$ cat src/rtl/mem_stage_ctrl.sv
// rtl/mem_stage_ctrl.sv - memory-stage controller: dmem handshake, store forwarding, MEM/WB register
module mem_stage_ctrl (
   input  logic        clk,
   input  logic        rst,
   input  logic        mem_en_in,
   input  logic        mem_wr_in,
   input  logic        rf_wr_in,
   input  logic        halt_in,
   input  logic [3:0]  wreg_in,
   input  logic [3:0]  opcode_in,
   input  logic [1:0]  wb_select_in,
   input  logic [15:0] alu_in,
   input  logic [15:0] pc_in,
   input  logic [15:0] regread1_in,
   input  logic [3:0]  srcreg1_in,
   input  logic        wb_rf_wr,
   input  logic [3:0]  wb_wreg,
   input  logic [15:0] wb_data,
   output logic        dmem_req,
   output logic        dmem_wr,
   output logic [15:0] dmem_addr,
   output logic [15:0] dmem_wdata,
   input  logic        dmem_ready,
   input  logic [15:0] dmem_rdata,
   output logic        stall,
   output logic        halt_out,
   output logic        rf_wr_out,
   output logic [3:0]  wreg_out,
   output logic [3:0]  opcode_out,
   output logic [1:0]  wb_select_out,
   output logic [15:0] alu_out,
   output logic [15:0] mem_data_out,
   output logic [15:0] pc_out,
   output logic [15:0] stall_cycles
);

   typedef enum logic {S_IDLE, S_BUSY} state_t;

   state_t      r_state;
   state_t      w_next;
   logic [15:0] r_addr;
   logic [15:0] r_wdata;
   logic        r_wr;

   logic        w_fwd;
   logic [15:0] w_store;
   logic        w_load;
   logic        w_latch;
   logic [15:0] w_mdata;

   // Register 0 is hardwired zero, so a WB write to it never forwards.
   assign w_fwd   = wb_rf_wr && (wb_wreg == srcreg1_in) && (wb_wreg != 4'd0);
   assign w_store = w_fwd ? wb_data : regread1_in;

   always_comb begin
      w_next     = r_state;
      dmem_req   = 1'b0;
      dmem_wr    = 1'b0;
      dmem_addr  = 16'd0;
      dmem_wdata = 16'd0;
      stall      = 1'b0;
      w_load     = 1'b0;
      w_latch    = 1'b0;
      w_mdata    = 16'd0;
      if (rst) begin
         w_next = S_IDLE;
      end else begin
         case (r_state)
            S_IDLE: begin
               if (mem_en_in) begin
                  dmem_req   = 1'b1;
                  dmem_wr    = mem_wr_in;
                  dmem_addr  = alu_in;
                  dmem_wdata = w_store;
                  if (dmem_ready) begin
                     w_load  = 1'b1;
                     w_mdata = mem_wr_in ? 16'd0 : dmem_rdata;
                  end else begin
                     stall   = 1'b1;
                     w_latch = 1'b1;
                     w_next  = S_BUSY;
                  end
               end else begin
                  w_load = 1'b1;
               end
            end
            S_BUSY: begin
               // Replay the captured request; WB may have moved on, so no re-forwarding.
               dmem_req   = 1'b1;
               dmem_wr    = r_wr;
               dmem_addr  = r_addr;
               dmem_wdata = r_wdata;
               stall      = !dmem_ready;
               if (dmem_ready) begin
                  w_load  = 1'b1;
                  w_mdata = r_wr ? 16'd0 : dmem_rdata;
                  w_next  = S_IDLE;
               end
            end
            default: w_next = S_IDLE;
         endcase
      end
   end

   always_ff @(posedge clk) begin
      if (rst) begin
         r_state       <= S_IDLE;
         r_addr        <= 16'd0;
         r_wdata       <= 16'd0;
         r_wr          <= 1'b0;
         halt_out      <= 1'b0;
         rf_wr_out     <= 1'b0;
         wreg_out      <= 4'd0;
         opcode_out    <= 4'd0;
         wb_select_out <= 2'd0;
         alu_out       <= 16'd0;
         mem_data_out  <= 16'd0;
         pc_out        <= 16'd0;
         stall_cycles  <= 16'd0;
      end else begin
         r_state <= w_next;
         if (w_latch) begin
            r_addr  <= alu_in;
            r_wdata <= w_store;
            r_wr    <= mem_wr_in;
         end
         if (w_load) begin
            halt_out      <= halt_in;
            rf_wr_out     <= rf_wr_in;
            wreg_out      <= wreg_in;
            opcode_out    <= opcode_in;
            wb_select_out <= wb_select_in;
            alu_out       <= alu_in;
            mem_data_out  <= w_mdata;
            pc_out        <= pc_in;
         end else begin
            halt_out      <= 1'b0;
            rf_wr_out     <= 1'b0;
            wreg_out      <= 4'd0;
            opcode_out    <= 4'd0;
            wb_select_out <= 2'd0;
            alu_out       <= 16'd0;
            mem_data_out  <= 16'd0;
            pc_out        <= 16'd0;
         end
         if (stall && (stall_cycles != 16'hFFFF))
            stall_cycles <= stall_cycles + 16'd1;
      end
   end

endmodule

$ cat config.mk
export PLATFORM = sky130hd
export DESIGN_NAME = mem_stage_ctrl
export DESIGN_NICKNAME = d
export VERILOG_FILES = /design/src/rtl/mem_stage_ctrl.sv
export SDC_FILE = /design/constraint.sdc
export NUM_CORES = 1
export LEC_CHECK = 0
export BUFFER_PORTS_ARGS = -buffer_cell sky130_fd_sc_hd__buf_2
export CORE_MARGIN = 4
export CORE_UTILIZATION = 45
export DETAILED_ROUTE_END_ITERATION = 16
export PLACE_DENSITY = 0.76
export SLEW_MARGIN = 20
export SYNTH_ARGS = -nofsm -noshare
export SYNTH_HDL_FRONTEND = slang
export SYNTH_SLANG_ARGS = --single-unit
$ cat constraint.sdc
create_clock -name clk -period 3.8 [get_ports clk]
set_input_delay 0.19 -clock clk [delete_from_list [all_inputs] [get_ports clk]]
set_output_delay 0.19 -clock clk [all_outputs]
set_load 0.01 [all_outputs]
==> results.md <==
* Outcome: complete, no violations
* Unrepaired setup endpoints after global routing: no
* CTS max path bufs at 2
* Filler instances at 869
* Combinational fraction of design power at 14.6%
* Detailed Routing Iterations Pass 1 at 4
* Grt ovf at 0
* Final worst-path cycle share at 60.1%
* Share of layout cells above drive strength 1 at 32.6%
* ANT cells at 0
* CTS tree: yes
* Initial antenna violation count at 1
* Final WL at 13300 um
* CP Class: reg -> out
* Placed instance count at 869
* Layout Skew at 0.00867 ns
* Post-synth EDFFs at 0
* First-pass GRT wire length at 20600 um
* Buffers on Ports at 216
* Pwr per Cell Area at 363 nW/um^2
* Critical Path RT at 3.61 ns
* Slew @ Worst Pin at 1.06 ns
* Sequential Power Share at 54.7%
* Synth async-reset ratio at 0%
* Largest net degree at the start of global routing at 50
* Switching part of the total at 28.2%
* Final Hold Fails at 0
* CTS resizes at 0
* Top Ports at 217
* Chip Width at 109 um
* Via count at 4720
* Synth Warn # at 0
* Die Ht at 109 um
* Distinct cell type count after synthesis at 40
* # setup viols final at 0
* Crit path max fanout at 37
* CP Capture Type: output pin
* CTS H-tree lvls at 3
* Initial DRC count at 339
* Max_cap viols at 0
* Fin. max-slew vios at 0
* Int Power at 1.60 mW
* Vias in the first global route at 4450
* Syn avg cell area at 8.26 sq um
* Nets@finish at 876
* Clock-pin slew on the worst setup and hold paths at 0.11 ns
* Yosys top cell area share at 47.9%
* Slew HR at 29.5%
* DP HPWL at 9500 um
* Initial Util at 46.6%
* GPL Wtd Cong at 0.853
* DR WL/cell at 14.7 um
* Critical path arrival at 2.09 ns
* Number of CTS-inserted buffers at 9
* Synthesized Nets at 664
* Area Growth Syn to Fin at 33.7%
* Area of the mapped netlist at 4600 sq um
* Routed Antenna Nets at 0
* Cell taking the most area after synthesis: dfxtp_1
* Vias per cell at 5.20
* CTS Sinks at 110
* Final non-filler cell total at 907
* Maximum vdd drop at 0.188 mV
* Max Clk Rate at 438 MHz
* Minimum clock period at 2.28 ns
* Total track usage at 21.5%
* Clk Latency, worst-skew pair at 0.37 ns
* DRC at 0
* CTS root buffer: clkbuf_8
* Clk network pwr share at 30.8%
* Register Area at 2200 sq um
* Final TNS setup at 0 ns
* Sw Pwr at 0.630 mW
* Pleak at 2.79 nW
* Main flop type after synthesis: dfxtp_1
* Mapped Cells at 557
* Hold Crit Class: in -> reg
* Startpoint Class: flop
* Footprint of the multi-input gates at 2230 sq um
* Die area at 11900 sq um
* Standard-cell row count at 36
* Sequential share of the synthesized area at 47.9%
* Core area at 9860 sq um
* Yosys reg bits at 110
* Synth top area cells: dfxtp_1 (48%), and2_1 (8.2%), nand2_1 (7.5%)
-- per-layer routing --
| metal | share of wire [%] | wire (um) | GRT usage [%] | vias up |
|---|---|---|---|---|
| met5 | 0.053 | 7 | 0 | - |
| met4 | 2.1 | 274 | 8.21 | 2 |
| met3 | 7.4 | 989 | 4.32 | 27 |
| met2 | 50 | 6650 | 38.6 | 186 |
| met1 | 41 | 5400 | 25.1 | 2158 |
| li1 | - | - | - | 2347 |
-- sequential cells by signal, summed over array words and instances (netlist names) --
register	cells
alu_out	16
halt_out	1
mem_data_out	16
opcode_out	4
pc_out	16
r_addr	16
r_state	1
r_wdata	16
r_wr	1
rf_wr_out	1
stall_cycles	16
wb_select_out	2
wreg_out	4
-- worst max-delay path, stage by stage, from the launching register on --
cell and delay, ns:
dfxtp_1 0.34, buf_4 0.32, nor2b_2 0.64, nand2_1 0.15
o211ai_1 0.11, buf_2 0.16
-- layout by cell type, fill, tap and decap left out, types with 3 or more instances in the layout --
| cell type | n |
|---|---|
| buf_2 | 216 |
| dfxtp_1 | 110 |
| nand2_1 | 92 |
| and2_1 | 60 |
| nor2_1 | 55 |
| a21oi_1 | 43 |
| nand4_1 | 22 |
| dlygate4sd3_1 | 22 |
| o21ai_0 | 21 |
| nand3_1 | 19 |
| a311oi_1 | 17 |
| o211ai_1 | 16 |
| clkbuf_8 | 9 |
| inv_1 | 5 |
| or3_1 | 5 |
| o311ai_0 | 4 |
| o31ai_1 | 4 |
| or4_1 | 4 |
| buf_4 | 4 |
| xnor2_1 | 3 |
| nand2b_1 | 3 |
| and4_1 | 3 |
| nor2b_1 | 3 |
| mux2_2 | 3 |
-- synthesized netlist by cell type, types with 4 or more instances --
master / instances
buf_1: 4
o211ai_1: 16
clkbuf_1: 26
nor2_1: 58
nand4_1: 22
inv_1: 5
buf_2: 9
nand2_1: 92
or4_1: 4
o311ai_0: 4
dfxtp_1: 110
o21ai_0: 21
o31ai_1: 4
or3_1: 5
a21oi_1: 43
nor2b_1: 4
a311oi_1: 17
and2_1: 60
nand3_1: 19
-- final timing paths --
kind	start	end	slack (ns)	cells past startpoint
worst min-delay path	pc_in[13]	pc_out[13]	0.02	2
worst max register to register	r_state	stall_cycles[15]	1.80	5
worst max-delay path	r_state	dmem_wdata[9]	1.52	5
worst min register to register	r_addr[3]	r_addr[3]	0.46	2
-- cell type report --
type / count / area share, %
clock inverter: 7 / 1.18
inverter: 5 / 0.305
sequential: 110 / 35.8
clock buffer: 9 / 2.01
tap: 133 / 2.71
multi-input combinational: 401 / 36.3
timing repair buffer: 242 / 21.6
-- cells by family (layout without fill, tap and decap cells) --
| group | after synthesis | count (layout) | share of synthesized area [%] |
|---|---|---|---|
| AO/OA/AOI/OAI | 111 | 111 | 15.3 |
| buffers and inverters | 46 | 263 | 4.24 |
| multiplexers | 3 | 3 | 0.734 |
| flip-flops | 110 | 110 | 47.9 |
| XOR/XNOR | 3 | 3 | 0.571 |
| adder cells (fa/ha/maj) | 1 | 1 | 0.272 |
| AND/OR/NAND/NOR | 283 | 283 | 31.0 |
-- through the flow --
stage          worst slack, ns  utilization (%)  total power [mW]  instance area [sq um]  hold WS, ns
2_1_floorplan             2.12                -              1.41                   4600        0.312
3_3_place_gp              1.56             58.0              1.54                   5720        0.388
3_5_place_dp              1.42             58.0              1.55                   5720        0.396
4_1_cts                   1.09             61.9              2.25                   6100     0.000873
5_1_grt                   1.29             62.3              2.35                   6150     0.000788
6_report                  1.52             62.3              2.23                   6150       0.0207
-- power by group through the flow --
stage	clock network, mW	registers [mW]	logic [mW]
detailed placement	0	1.25	0.306
CTS	0.707	1.22	0.323
finish	0.687	1.22	0.326
floorplan	0	1.26	0.153
global route	0.757	1.23	0.363
global placement	0	1.25	0.299
-- repair_timing --
| action | 4_1_cts | 5_1_grt |
|---|---|---|
| setup endpoints to repair | 0 | 0 |
| hold buffers | 19 | 3 |
| setup buffers | 0 | 0 |
| hold endpoints to repair | 19 | 3 |
(Power assumes the default switching activity.)
